`config.mk`:
```
export PLATFORM = sky130hd
export DESIGN_NAME = cntr_window_snapshot
export DESIGN_NICKNAME = d
export VERILOG_FILES = /design/src/rtl/cntr_window_snapshot.sv
export SDC_FILE = /design/constraint.sdc
export NUM_CORES = 1
export LEC_CHECK = 0
export BUFFER_PORTS_ARGS = -buffer_cell sky130_fd_sc_hd__buf_2
export CAP_MARGIN = 5
export CORE_MARGIN = 2
export CORE_UTILIZATION = 50
export DETAILED_ROUTE_END_ITERATION = 6
export PLACE_DENSITY = 0.71
export RECOVER_POWER = 25
export SYNTH_ARGS = -nofsm -noshare
export SYNTH_HDL_FRONTEND = slang
export SYNTH_SLANG_ARGS = --single-unit
```
`constraint.sdc`:
```
create_clock -name clk_i -period 3.5 [get_ports clk_i]
set_input_delay 0.525 -clock clk_i [delete_from_list [all_inputs] [get_ports clk_i]]
set_output_delay 0.525 -clock clk_i [all_outputs]
set_load 0.1 [all_outputs]
```
`src/rtl/cntr_window_snapshot.sv`:
```
// Windowed event counter: extends an upstream N-bit counter with an M-bit overflow
// counter over a programmable window and hands the result off through a valid/ready snapshot.
module cntr_window_snapshot #(
    parameter int unsigned N = 4,
    parameter int unsigned M = 12,
    parameter int unsigned W = 16
) (
    input  logic           clk_i,
    input  logic           rst_n_i,
    input  logic           en_i,
    input  logic [W-1:0]   win_len_i,
    input  logic [N-1:0]   cnt_i,
    input  logic           ovrflv_i,
    output logic           cnt_rst_o,
    output logic           snap_valid_o,
    input  logic           snap_rdy_i,
    output logic [N+M-1:0] snap_cnt_o,
    output logic           snap_sat_o,
    output logic           snap_lost_o
);

    localparam int unsigned SW = N + M;

    localparam logic [1:0] ST_IDLE  = 2'd0;
    localparam logic [1:0] ST_CLEAR = 2'd1;
    localparam logic [1:0] ST_RUN   = 2'd2;
    localparam logic [1:0] ST_LATCH = 2'd3;

    logic [1:0]    state_q,      state_d;
    logic [W-1:0]  timer_q,      timer_d;
    logic [M-1:0]  ext_q,        ext_d;
    logic          sat_q,        sat_d;
    logic          cnt_rst_q,    cnt_rst_d;
    logic          snap_valid_q, snap_valid_d;
    logic [SW-1:0] snap_cnt_q,   snap_cnt_d;
    logic          snap_sat_q,   snap_sat_d;
    logic          snap_lost_q,  snap_lost_d;

    logic [W-1:0]  win_load;
    logic          ext_full;
    logic [M-1:0]  ext_sum;
    logic          sat_now;
    logic [SW-1:0] cap_val;

    // A zero-length window behaves as a one-cycle window.
    assign win_load = (win_len_i == '0) ? '0 : (win_len_i - W'(1));
    assign ext_full = &ext_q;

    // Capture value for LATCH: a wrap seen in the LATCH cycle still counts.
    always_comb begin
        ext_sum = ext_q;
        sat_now = sat_q;
        if (ovrflv_i) begin
            if (ext_full) begin
                sat_now = 1'b1;
            end else begin
                ext_sum = ext_q + M'(1);
            end
        end
        cap_val = sat_now ? '1 : {ext_sum, cnt_i};
    end

    always_comb begin
        state_d      = state_q;
        timer_d      = timer_q;
        ext_d        = ext_q;
        sat_d        = sat_q;
        snap_valid_d = snap_valid_q;
        snap_cnt_d   = snap_cnt_q;
        snap_sat_d   = snap_sat_q;
        snap_lost_d  = snap_lost_q;

        case (state_q)
            ST_IDLE: begin
                if (en_i) begin
                    state_d = ST_CLEAR;
                end
            end
            ST_CLEAR: begin
                ext_d   = '0;
                sat_d   = 1'b0;
                timer_d = win_load;
                state_d = en_i ? ST_RUN : ST_IDLE;
            end
            ST_RUN: begin
                if (!en_i) begin
                    state_d = ST_IDLE;
                end else begin
                    if (ovrflv_i) begin
                        if (ext_full) begin
                            sat_d = 1'b1;
                        end else begin
                            ext_d = ext_q + M'(1);
                        end
                    end
                    if (timer_q == '0) begin
                        state_d = ST_LATCH;
                    end else begin
                        timer_d = timer_q - W'(1);
                    end
                end
            end
            ST_LATCH: begin
                timer_d = win_load;
                ext_d   = '0;
                sat_d   = 1'b0;
                state_d = en_i ? ST_RUN : ST_IDLE;
            end
            default: begin
                state_d = ST_IDLE;
            end
        endcase

        // Snapshot register: a LATCH always wins over a same-cycle handshake.
        if (state_q == ST_LATCH) begin
            snap_valid_d = 1'b1;
            snap_cnt_d   = cap_val;
            snap_sat_d   = sat_now;
            snap_lost_d  = snap_valid_q && !snap_rdy_i;
        end else if (snap_valid_q && snap_rdy_i) begin
            snap_valid_d = 1'b0;
            snap_lost_d  = 1'b0;
        end
    end

    assign cnt_rst_d = (state_d != ST_RUN);

    always_ff @(posedge clk_i or negedge rst_n_i) begin
        if (!rst_n_i) begin
            state_q      <= ST_IDLE;
            timer_q      <= '0;
            ext_q        <= '0;
            sat_q        <= 1'b0;
            cnt_rst_q    <= 1'b1;
            snap_valid_q <= 1'b0;
            snap_cnt_q   <= '0;
            snap_sat_q   <= 1'b0;
            snap_lost_q  <= 1'b0;
        end else begin
            state_q      <= state_d;
            timer_q      <= timer_d;
            ext_q        <= ext_d;
            sat_q        <= sat_d;
            cnt_rst_q    <= cnt_rst_d;
            snap_valid_q <= snap_valid_d;
            snap_cnt_q   <= snap_cnt_d;
            snap_sat_q   <= snap_sat_d;
            snap_lost_q  <= snap_lost_d;
        end
    end

    assign cnt_rst_o    = cnt_rst_q;
    assign snap_valid_o = snap_valid_q;
    assign snap_cnt_o   = snap_cnt_q;
    assign snap_sat_o   = snap_sat_q;
    assign snap_lost_o  = snap_lost_q;

endmodule

```
==> reports/results.txt <==
Xor/xnor share of the synthesized area - 9.15%
Crit start category - register
Syn nets - 356
Worst VDD drop - 630 uV
Clock transition at path regs - 90 ps
Post-CTS setup buffers - 0
GR Util All Layers - 20.8%
CTS tree - yes
GPL Wtd Cong - 0.915
Layout cells sized above 1 - 16.9%
Non-filler cells, final - 441
Post-synth top cells - dfrtp_1, nor2_1, xor2_1
Clock Root Buffer - clkbuf_8
Number of core rows - 28
Outcome - finished with violations
CTS resizes - 0
TritonCTS Sinks - 51
Post-Syn Area - 2970 sq um
Crit end category - register
Final Slew Violations - 33
Die area - 6570 sq um
Predominant post-synthesis flop cell - dfrtp_1
Iter 0 DRT Violations - 114
Setup Crit Path Kind - register to register
CP Data Required Time - 3710 ps
Via density - 5.72
Final setup violation count - 0
Synth-to-Final Area Change - 12.3%
Max Cap Viol - 1
Clock Skews - 8.56 ps
Clock Path Buffers - 2
Post-synthesis register bit count - 51
Fin crit share - 72.8%
Drt pass-1 iters - 4
I/O Pins - 45
Cts bufs inserted - 5
Residual DRC count - 0
Least-Margin Pin Slew - 1510 ps
Largest area contributor in the netlist - dfrtp_1
EDFF count, synth - 0
Metal-1 WL - 2.80 mm
Largest net degree at the start of global routing - 52
RSZ-0062 raised after global routing - false
Rel. slew slack - -0.371%
Die height - 81.0 um
Most common cell in the synthesized netlist - dfrtp_1
Dpl cells - 433
Antenna cell count - 0
Starting Density - 51.0%
Simple-Gate Fraction of Synth Area - 25.2%
Post-synth top area share - 42.2%
Port-buffer cells - 44
Worst-path fanout max - 33
YS warnings - 0
Core area - 5820 sq um
Async set or reset register ratio after synthesis - 100%
Post-Route WL - 6.35 mm
Initial antenna violation count - 0
Synthesized instance count - 328
Post-layout min period - 2550 ps
Violated checks - capacitance limit, slew limit
Min-Delay Path Class - input pin to register
Post-Synth Adder-Cell Area - 1.26%
DRT antenna net count - 0
PwrDens - 656 nW/um^2
Post-DP HPWL - 4.60 mm
Endpoints failing hold - 0
Die width - 81.0 um
Reg2reg setup slack - 950 ps
Global-route wire length before repair - 10.6 mm
Largest family of logic cells by synthesized area - simple AND/OR/NAND/NOR gates
Seq/Total Area, Yosys - 43.0%
Via Count - 2524
Final total power - 2.18 mW
Avg Cell Area, Syn - 9.05 sq um
Compound-Gate Fraction of Synth Area - 14.0%
Max Freq - 0.393 GHz
H-tree depth - 2
Synth area leaders - dfrtp_1, xor2_1, nor2_1
Avg WL per Cell - 14.4 um
Grt ovf - 0
Unique masters post-synth - 49
Setup TNS - 0 ps
Fin nets - 393
DR WL met2 - 3.17 mm
Vias in the first global route - 2357
Mux cell area share after synthesis - 4.13%
Clk_lat worst skew - 300 ps
Top sig layer - met4
P_leak - 1.40 nW
Hold_buf cts - 0
WP data arrival - 2760 ps
DR WL met3 - 311 um
[worst max-delay path: stages (launching register included)]
cell      delay, ps
dfrtp_1         360
clkbuf_1       1100
inv_1           430
or3_1           470
o21ai_1          80
[placed cells by master, fill, tap and decap left out, types with 3 or more instances in the layout]
cell      synthesis  layout
nor2b_1           3       3
o22a_1            5       5
ha_1              3       3
mux2i_1          10      10
o22ai_1           9       9
a21oi_1          17      17
and2_1            5       5
dfrtp_1          50      50
nand4_1           7       7
and3_1            5       5
o31ai_1           3       3
a31oi_1           4       4
or4_1             5       5
o211ai_1          4       4
o21ai_1          10      10
nand3_1          15      15
inv_1             7       7
o21ai_0           9       9
xor2_1           24      24
nand2_1          19      19
nor3_1           10      10
xnor2_1           7       7
clkbuf_8          0       5
nor4_1            8       8
buf_2             2      44
nor2_1           41      41
or3_1             6       6
nor3b_1           4       4
[logic make-up after synthesis]
logic type               count (synthesis)
AO/OA/AOI/OAI                           68
buffers and inverters                   23
multiplexers                            12
flip-flops                              51
XOR/XNOR                                31
AND/OR/NAND/NOR                        140
adder cells (fa/ha/maj)                  3
[worst paths after layout]
kind / cells after the start / startpoint / end
worst min-delay path: 2 / snap_rdy_i / snap_lost_o$_DFFE_PN0P_
worst max register to register: 4 / state_q[0]$_DFF_PN0_ / timer_q[1]$_DFFE_PN0P_
min in group asynchronous: 1 / rst_n_i / snap_cnt_o[1]$_DFFE_PN0P_
worst min register to register: 2 / snap_cnt_o[10]$_DFFE_PN0P_ / snap_cnt_o[10]$_DFFE_PN0P_
max in group asynchronous: 1 / rst_n_i / timer_q[5]$_DFFE_PN0P_
worst max-delay path: 4 / state_q[0]$_DFF_PN0_ / timer_q[1]$_DFFE_PN0P_
[per-layer routing]
layer / up-vias / GRT usage [%]
met2: 70 / 37.4
met5: - / 0
met1: 1191 / 25.7
met3: 5 / 2.89
met4: 0 / 6.44
li1: 1258 / -
[cell type report]
cell class | instances | area (sq um)
fillers | 541 | 2480
clock buffers | 5 | 68.8
clock inverters | 3 | 43.8
well taps | 75 | 93.8
inverters | 8 | 30.0
multi-input cells | 254 | 1590
flip-flops and latches | 51 | 1280
repair buffers | 45 | 224
[sequential cells by signal, indices dropped and copies added, names as in the netlist]
register,count
snap_valid_o,1
snap_cnt_o,16
sat_q,1
snap_lost_o,1
cnt_rst_o,1
timer_q,16
ext_q,12
snap_sat_o,1
state_q,2
[per-stage QoR]
step                      worst slack, ps  utilization (%)  hold slack (ps)  cell area, sq um
after CTS                            1310             57.4              403              3340
final                                 953             57.3              408              3330
after detailed placement             1280             55.4              474              3220
after floorplan                      1610                -              229              2970
after global placement               1350             55.4              458              3220
after global routing                  747             57.3              426              3330
[report_power, final]
| part | leakage [nW] | total, mW | internal, mW | switching (mW) |
|---|---|---|---|---|
| Combinational | 0.710 | 0.966 | 0.189 | 0.777 |
| Clock | 0.0581 | 0.405 | 0.213 | 0.192 |
| Sequential | 0.634 | 0.814 | 0.717 | 0.0974 |
| Total | 1.40 | 2.18 | 1.12 | 1.07 |
No activity file was read; power rests on OpenSTA's default activity.
